File: config.mk
export PLATFORM = sky130hd
export DESIGN_NAME = sha256_msg_schedule_flat
export DESIGN_NICKNAME = d
export VERILOG_FILES = /design/src/rtl/sha256_pkg.sv /design/src/rtl/sha256_msg_schedule_if.sv /design/src/rtl/sha256_w_expand.sv /design/src/rtl/sha256_msg_schedule.sv /design/src/flat_wrapper.sv
export SDC_FILE = /design/constraint.sdc
export NUM_CORES = 2
export LEC_CHECK = 0
export CORE_AREA = 2 2 260 262
export CTS_CLUSTER_DIAMETER = 80
export DETAILED_ROUTE_END_ITERATION = 8
export DIE_AREA = 0 0 262 264
export HOLD_SLACK_MARGIN = 0.15
export PLACE_DENSITY = 0.86
export SYNTH_ARGS = -nofsm -noshare
export SYNTH_HDL_FRONTEND = slang
export SYNTH_SLANG_ARGS = --single-unit
File: constraint.sdc
create_clock -name clk -period 18.8 [get_ports clk]
set_input_delay 1.88 -clock clk [delete_from_list [all_inputs] [get_ports clk]]
set_output_delay 1.88 -clock clk [all_outputs]
set_load 0.01 [all_outputs]
File: src/rtl/sha256_pkg.sv
// +----------------------------------------------------------------------------+
// | sha256_pkg: constants, state encoding and sigma helpers shared by SHA-256  |
// | Rev 1.0                                                                    |
// +----------------------------------------------------------------------------+
`default_nettype none

package sha256_pkg;

  localparam int BLOCK_WORDS = 16;
  localparam int ROUNDS      = 64;

  typedef enum logic [0:0] {
    LOAD   = 1'b0,
    EXPAND = 1'b1
  } state_t;

  function automatic logic [31:0] sigma0(input logic [31:0] x);
    return {x[6:0], x[31:7]} ^ {x[17:0], x[31:18]} ^ {3'b000, x[31:3]};
  endfunction

  function automatic logic [31:0] sigma1(input logic [31:0] x);
    return {x[16:0], x[31:17]} ^ {x[18:0], x[31:19]} ^ {10'b0, x[31:10]};
  endfunction

endpackage

`default_nettype wire

File: src/rtl/sha256_msg_schedule_if.sv
// +----------------------------------------------------------------------------+
// | sha256_msg_schedule_if: word input stream and schedule output bundle       |
// | Rev 1.0                                                                    |
// +----------------------------------------------------------------------------+
`default_nettype none

interface sha256_msg_schedule_if;
  logic        valid_i;
  logic [31:0] M_i;
  logic        w_valid_o;
  logic [31:0] w_o;
  logic [5:0]  t_o;
  logic        last_o;
  logic        busy_o;
  logic        overflow_o;

  modport master (
    output valid_i, M_i,
    input  w_valid_o, w_o, t_o, last_o, busy_o, overflow_o
  );

  modport slave (
    input  valid_i, M_i,
    output w_valid_o, w_o, t_o, last_o, busy_o, overflow_o
  );
endinterface

`default_nettype wire

File: src/rtl/sha256_w_expand.sv
// +----------------------------------------------------------------------------+
// | sha256_w_expand: combinational W[t] from W[t-2], W[t-7], W[t-15], W[t-16]  |
// | Rev 1.0                                                                    |
// +----------------------------------------------------------------------------+
`default_nettype none

module sha256_w_expand
  import sha256_pkg::*;
(
  input  wire logic [31:0] i_w2,
  input  wire logic [31:0] i_w7,
  input  wire logic [31:0] i_w15,
  input  wire logic [31:0] i_w16,
  output logic      [31:0] o_w
);

  assign o_w = sigma1(i_w2) + i_w7 + sigma0(i_w15) + i_w16;

endmodule

`default_nettype wire

File: src/rtl/sha256_msg_schedule.sv
// +----------------------------------------------------------------------------+
// | sha256_msg_schedule: loads 16 block words, then expands W[16..63]          |
// | Rev 1.0                                                                    |
// +----------------------------------------------------------------------------+
`default_nettype none

module sha256_msg_schedule
  import sha256_pkg::*;
(
  input wire logic               clk,
  input wire logic               rst,
  sha256_msg_schedule_if.slave   bus
);

  state_t      r_state;
  state_t      w_next;
  logic [5:0]  r_cnt;
  logic [31:0] r_buf [BLOCK_WORDS];
  logic [31:0] r_w;
  logic [5:0]  r_t;
  logic        r_wv;
  logic        r_last;
  logic        r_busy;
  logic        r_ovf;

  logic [3:0]  w_idx;
  logic [31:0] w_new;
  logic        w_last_word;
  logic        w_final;

  assign w_idx       = r_cnt[3:0];
  assign w_last_word = (r_state == LOAD) && bus.valid_i && (w_idx == 4'd15);
  assign w_final     = (r_state == EXPAND) && (r_cnt == 6'(ROUNDS - 1));

  // Circular buffer taps: slot i holds W[t-16]; the others are offsets mod 16.
  sha256_w_expand u_expand (
    .i_w2  (r_buf[w_idx + 4'd14]),
    .i_w7  (r_buf[w_idx + 4'd9]),
    .i_w15 (r_buf[w_idx + 4'd1]),
    .i_w16 (r_buf[w_idx]),
    .o_w   (w_new)
  );

  always_comb begin
    w_next = r_state;
    if (r_state == LOAD) begin
      if (w_last_word) w_next = EXPAND;
    end else begin
      if (w_final) w_next = LOAD;
    end
  end

  always_ff @(posedge clk or posedge rst) begin
    if (rst) r_state <= LOAD;
    else     r_state <= w_next;
  end

  always_ff @(posedge clk or posedge rst) begin
    if (rst) begin
      r_cnt  <= '0;
      r_w    <= '0;
      r_t    <= '0;
      r_wv   <= 1'b0;
      r_last <= 1'b0;
      r_busy <= 1'b0;
      r_ovf  <= 1'b0;
      for (int k = 0; k < BLOCK_WORDS; k++) r_buf[k] <= '0;
    end else begin
      r_wv   <= 1'b0;
      r_last <= 1'b0;
      if (r_state == LOAD) begin
        if (bus.valid_i) begin
          r_buf[w_idx] <= bus.M_i;
          r_w          <= bus.M_i;
          r_t          <= r_cnt;
          r_wv         <= 1'b1;
          r_cnt        <= r_cnt + 6'd1;
        end
      end else begin
        r_buf[w_idx] <= w_new;
        r_w          <= w_new;
        r_t          <= r_cnt;
        r_wv         <= 1'b1;
        r_last       <= w_final;
        r_cnt        <= w_final ? 6'd0 : r_cnt + 6'd1;
      end
      // Held through the cycle that presents W[63].
      r_busy <= (w_next == EXPAND) || (r_state == EXPAND);
      r_ovf  <= r_ovf | ((r_state == EXPAND) && bus.valid_i);
    end
  end

  assign bus.w_valid_o  = r_wv;
  assign bus.w_o        = r_w;
  assign bus.t_o        = r_t;
  assign bus.last_o     = r_last;
  assign bus.busy_o     = r_busy;
  assign bus.overflow_o = r_ovf;

endmodule

`default_nettype wire

File: src/flat_wrapper.sv
// flat-port wrapper written by rule: the top's interface ports become plain ports
module sha256_msg_schedule_flat import sha256_pkg::*;
  (clk, rst, bus_valid_i, bus_M_i, bus_w_valid_o, bus_w_o, bus_t_o, bus_last_o, bus_busy_o, bus_overflow_o);
  sha256_msg_schedule_if bus_i ();
  input wire logic clk;
  input wire logic rst;
  input wire logic [$bits(bus_i.valid_i)-1:0] bus_valid_i;
  input wire logic [$bits(bus_i.M_i)-1:0] bus_M_i;
  output wire logic [$bits(bus_i.w_valid_o)-1:0] bus_w_valid_o;
  output wire logic [$bits(bus_i.w_o)-1:0] bus_w_o;
  output wire logic [$bits(bus_i.t_o)-1:0] bus_t_o;
  output wire logic [$bits(bus_i.last_o)-1:0] bus_last_o;
  output wire logic [$bits(bus_i.busy_o)-1:0] bus_busy_o;
  output wire logic [$bits(bus_i.overflow_o)-1:0] bus_overflow_o;
  assign bus_i.valid_i = bus_valid_i;
  assign bus_i.M_i = bus_M_i;
  assign bus_w_valid_o = bus_i.w_valid_o;
  assign bus_w_o = bus_i.w_o;
  assign bus_t_o = bus_i.t_o;
  assign bus_last_o = bus_i.last_o;
  assign bus_busy_o = bus_i.busy_o;
  assign bus_overflow_o = bus_i.overflow_o;
  sha256_msg_schedule u_core (.clk(clk), .rst(rst), .bus(bus_i));
endmodule
# Yosys cells after proc, flatten, opt, wreduce, memory -nomap -nowiden
# Cells that the tools add are included.
dict set report word_totals {
  reg_bits 561
  inputBits 35
  output_inout_bits 42
  word_cells 86
}
dict set report classes {
  n_addsub 7
  order_cmp 5
  n_eq_ne 2
  muxes 31
  bitwise 10
  reduce_logical 7
}
# cell count
set op_table {}
lappend op_table {{512-bit bitwise mux} 2}
lappend op_table {{512-bit two-way mux} 2}
lappend op_table {{32-bit binary-select mux with 4-bit select} 4}
lappend op_table {{32-bit two-way mux} 11}
lappend op_table {{32-bit demux with 4-bit select} 1}
lappend op_table {{32-bit adder} 3}
lappend op_table {{32-bit XOR} 2}
lappend op_table {{32-bit by 22-bit XOR with 32-bit output} 1}
lappend op_table {{32-bit by 29-bit XOR with 32-bit output} 1}
lappend op_table {{6-bit two-way mux} 5}
lappend op_table {{5-bit >= comparator, second input constant} 4}
lappend op_table {{4-bit inverter with 5-bit output} 4}
lappend op_table {{4-bit adder, second input constant} 2}
lappend op_table {{6-bit by 1-bit adder with 6-bit output, second input constant} 1}
lappend op_table {{6-bit equality test, second input constant} 1}
lappend op_table {{1-bit two-way mux} 6}
lappend op_table {{1-bit logical AND} 5}
lappend op_table {{5-bit by 1-bit less-than comparator with 1-bit output, second input constant} 1}
lappend op_table {{4-bit by 1-bit adder with 4-bit output, second input constant} 1}
lappend op_table {{4-bit equality test, second input constant} 1}
lappend op_table {{2-bit nonzero test} 1}
lappend op_table {{1-bit logical OR} 1}
lappend op_table {{1-bit inverter} 1}
lappend op_table {{1-bit bitwise OR} 1}

# Depth between registers and ports, before layout
dict set report depth {
  depth_word 12
  mapped_depth 34
  depth_no_buf 22
}

# Hierarchy
# From an unflattened synthesis, not the netlist that was laid out.
dict set report unflattened {
  hier_cells 3367
  hier_area_um2 36902.9
}
# module n_inst cells_per_inst area_each_um2 seq_area_each_um2
set modules_own_cells {}
lappend modules_own_cells {sha256_msg_schedule 1 2806 32359.8 14038.5}
lappend modules_own_cells {sha256_w_expand 1 561 4543.1 0.0}

# Worst setup path before layout
# No wires, ideal clock.
dict set report synth_path {
  path_kind {flip-flop to flip-flop}
  start {reg u_core.r_cnt[0]}
  end {reg u_core.r_buf[125] in the netlist's numbering}
  setup_ps 65
  t_arrival_ps 8492
  t_required_ps 18735
  slack_ps 10243
  path_stages_with_launch 34
  n_path_buf 11
  period_less_slack_ps 8557
  cell_sequence {dfrtp_1 buf_4 buf_2 clkbuf_1 buf_2 buf_2 buf_2 buf_1 inv_1 ha_1 buf_6 clkbuf_1 buf_1 mux4_2 mux4_2 xnor2_1 xnor2_1 fa_1 inv_1 fa_1 inv_1 ha_1 inv_1 fa_1 nor2b_1 o2111ai_1 a31oi_1 o2111ai_1 a21boi_1 o311a_1 nor3_1 o31ai_2 clkbuf_1 mux2_2}
}
dict set report synth_between {
  elab_chain_cells 12
  elab_cells_between_ends 35
  classes_between {add/sub (6); order compare (2); mux (18); bitwise (8); reduce/logical (1)}
}
# element line
set synth_lines {}
lappend synth_lines {{from (decl)} sha256_msg_schedule.sv:17} ;# logic [5:0] r_cnt;
lappend synth_lines {{from (signal assigned)} sha256_msg_schedule.sv:77} ;# r_cnt <= r_cnt + 6'd1;
lappend synth_lines {{from (signal assigned)} sha256_msg_schedule.sv:85} ;# r_cnt <= w_final ? 6'd0 : r_cnt + 6'd1;
lappend synth_lines {{4-bit adder} sha256_msg_schedule.sv:37} ;# .i_w2 (r_buf[w_idx + 4'd14]),
lappend synth_lines {{4-bit inverter with 5-bit output (implied by the code)} sha256_msg_schedule.sv:37}
lappend synth_lines {{32-bit binary-select mux with 4-bit select} sha256_msg_schedule.sv:37}
lappend synth_lines {{32-bit two-way mux (implied by the code) (2 in a row)} sha256_msg_schedule.sv:37}
lappend synth_lines {{32-bit XOR} sha256_pkg.sv:22} ;# return {x[16:0], x[31:17]} ^ {x[18:0], x[31:19]} ^ {10'b0, x[31:10]};
lappend synth_lines {{32-bit by 22-bit XOR with 32-bit output} sha256_pkg.sv:22}
lappend synth_lines {{32-bit adder (3 in a row)} sha256_w_expand.sv:17} ;# assign o_w = sigma1(i_w2) + i_w7 + sigma0(i_w15) + i_w16;
lappend synth_lines {{512-bit bitwise mux} sha256_msg_schedule.sv:80} ;# r_buf[w_idx] <= w_new;
lappend synth_lines {{512-bit two-way mux (*)} sha256_msg_schedule.sv:71} ;# if (r_state == LOAD) begin
lappend synth_lines {{to (signal, indexed assignment)} sha256_msg_schedule.sv:73} ;# r_buf[w_idx] <= bus.M_i;
lappend synth_lines {{to (signal, indexed assignment)} sha256_msg_schedule.sv:80}
lappend synth_lines {{to (decl)} sha256_msg_schedule.sv:18} ;# logic [31:0] r_buf [BLOCK_WORDS];
# Mark *: on every way between the ends. The rest lies on a longest branch, timed or not. The select of a mux whose other input is x is not followed.
# A chain may end at the register's enable or synchronous reset.

# Worst setup path after layout
dict set report layout_path {
  start {reg u_core.r_cnt[0]}
  end {reg u_core.r_buf[441] in the netlist's numbering}
}
# The elaborated chain is that of the path after synthesis.

==> run_results.csv <==
group,metric,value,unit
grt,grt_pass1_vias,28193,
clocking,clk_pin_slew,0.06,ns
timing,relSlewSlack,7.77,%
timing,rsz0062_at_grt,"no",
timing,slew_violations,0,
layout,mostFrequentLayoutCell,"dfrtp_1",
die,io_pins,77,
grt,overflow,0,
clocking,cts_setup_buffers,0,
setup_path,arrival,9.83,ns
route,ant_nets,0,
route,vias_per_cell,7.29,
yosys,synth_edf_count,0,
yosys,synth_top_flop_cell,"dfrtp_1",
yosys,syn-num-nets,3207,
worst_hold_path,whs_path_depth,1,
setup_path,rr_worst_depth,23,
run_status,status,"finished, final reports clean",
yosys,avgSynthCellArea,12.0,sq um
route,drt_wl_total,114000,um
flow_run,cap_violations,0,
yosys,ys_types,60,
timing,tightest_slew,1.38,ns
yosys,async_flop_share,100,%
grt,antenna_found_initial,2,
clocking,cts_tree,"built",
clocking,root_buffer,"clkbuf_16",
layout,nNetsFinal,3131,
layout,drive_gt1_share,23.6,%
grt,grt_max_degree,140,
die,die_h,264,um
timing,finalCriticalPeriod,9.38,ns
setup_path,endpoint_kind,"flip-flop",
clocking,clk_latency,0.65,ns
die,start_util,55.3,%
place,port_buffers,76,
die,die_x,262,um
timing,max_freq,0.107,GHz
setup_path,path_max_fanout,55,
yosys,yosysWarnings,0,
setup_path,cp.required,19.26,ns
route,dr.pass1.iters,6,
worst_hold_path,hold_class,"flip-flop to flip-flop",
grt,gr-usage-all-layers,33.6,%
place,gp_congestion,1.00,
setup_path,worstSetupPathType,"flip-flop to flip-flop",
clocking,hold_buffers,0,
die,core_area,0.0666,sq mm
timing,hold_violations,0,
route,wl_per_cell,29.0,um
yosys,ys_seq_area_share,38.1,%
grt,grt_pass1_wl,174000,um
yosys,syn_area,0.0368,sq mm
timing,setup_violations,0,
route,drc,0,
die,die_area,0.0692,sq mm
clocking,clk_path_buf_depth,3,
yosys,synth-seq-cells,561,
yosys,syn-instance-count,3073,
layout,synthToLayoutAreaGrowth,9.52,%
place,dp_hpwl,71000,um
clocking,clock_sinks,561,
clocking,ctsResizeCount,0,
layout,layout_common_cells,"dfrtp_1 (557), nand2_1 (535), mux4_2 (503)",
setup_path,cp-start-kind,"flip-flop",
clocking,htreeDepth,2,
clocking,numCtsBuffers,59,
die,rows,95,
timing,period_share,49.9,%
timing,skew,0.0199,ns
timing,tns,0,ns
route,vias,28545,
route,drt_iter0_drc,4403,
[path summary, 6_finish.rpt]
kind | startpoint | slack (ns) | to
max | u_core.r_cnt[0]$_DFFE_PP0P_ | 9.42 | u_core.r_buf[441]$_DFFE_PP0P_
min | u_core.bus.overflow_o$_DFF_PP0_ | 0.45 | u_core.bus.overflow_o$_DFF_PP0_
max reg2reg | u_core.r_cnt[0]$_DFFE_PP0P_ | 9.42 | u_core.r_buf[441]$_DFFE_PP0P_
min reg2reg | u_core.bus.overflow_o$_DFF_PP0_ | 0.45 | u_core.bus.overflow_o$_DFF_PP0_
max in group asynchronous | rst | 13.87 | u_core.r_state$_DFF_PP0_
min in group asynchronous | rst | 1.76 | u_core.bus.w_valid_o$_DFF_PP0_
[per-stage QoR]
step                cells  hold slack, ns  worst slack (ns)  util, %  cell area, sq um
detailed placement   3809           0.444              9.59     57.4             38200
CTS                  3916           0.457              9.55     60.6             40300
global placement     3809           0.438              9.87     57.4             38200
finish               3917           0.453              9.42     60.6             40300
global route         3916           0.490              8.95     60.6             40300
floorplan            3073           0.468              1.23        -             36800
[final cells by class]
class,count,area (sq um)
Fill cell,4787,26300
Multi-Input combinational cell,2133,21400
Sequential cell,561,14000
Clock buffer,85,1730
Timing Repair Buffer,132,1190
Tap cell,873,1090
Inverter,110,420
Clock inverter,22,392
Antenna cell,1,2.50
[routing by layer]
| layer | GRT usage (%) | vias to the layer above | share of wire, % |
|---|---|---|---|
| li1 | - | 11220 | - |
| met1 | 44.8 | 14162 | 33 |
| met2 | 48.3 | 2576 | 44 |
| met3 | 12.2 | 585 | 16 |
| met4 | 18.7 | 2 | 6.8 |
| met5 | 0 | - | 0.011 |
[critical path: stages, from the launching register on]
cell,delay (ns)
dfrtp_4,1.00
inv_1,0.29
ha_4,0.86
buf_4,0.81
mux4_2,0.64
mux4_2,0.56
xnor2_1,0.24
xnor2_1,0.18
fa_1,0.45
inv_1,0.08
fa_1,0.40
inv_1,0.06
ha_1,0.16
inv_1,0.06
fa_1,0.43
nor2b_1,0.23
o2111ai_1,0.19
a31oi_1,0.45
o2111ai_1,0.32
a21boi_1,0.28
nor2_1,0.08
xnor2_1,0.12
mux2i_1,0.91
o21ai_0,0.28
[sequential cells by signal, summed over array words and instances, names as in the netlist]
signal / cells
u_core.bus.w_valid_o: 1
u_core.bus.overflow_o: 1
u_core.bus.busy_o: 1
u_core.bus.t_o: 6
u_core.bus.last_o: 1
u_core.r_state: 1
u_core.r_cnt: 6
u_core.bus.w_o: 32
u_core.r_buf: 512
[Yosys cell counts, types with 5 or more instances]
library cell    n  area share [%]
mux2_2         17            0.52
xnor2_1       128             3.0
fa_1           62             3.4
a31oi_1         6            0.10
clkbuf_1      195             2.0
nor2b_1         9            0.15
mux4_1          7            0.50
nand3_1        27            0.37
inv_1         108             1.1
and3_1          7            0.12
buf_2          41            0.56
buf_1          28            0.29
nor2_1         66            0.67
ha_1           37             1.3
a21o_1         24            0.49
mux4_2        503              31
dfrtp_1       561              38
o21ai_0       491             6.7
nand2b_1        5           0.085
o21ai_2        10            0.24
a21oi_1        81             1.1
nand2_1       535             5.5
nor3_1          9            0.12
mux2i_1        35            0.95
xor2_1         19            0.45
[cells by family after synthesis]
family	Yosys count	synth area share (%)
xor gates and xnor gates	151	3.67
buffers and inverters	379	4.08
adders and majority gates	99	4.63
muxes	563	32.8
AOI/OAI and AO/OA	654	9.56
DFF	561	38.1
and+or+nand+nor	666	7.11
Power is not shown: default switching activity piles up to over one toggle a cycle in this logic, so the estimate is an artifact.
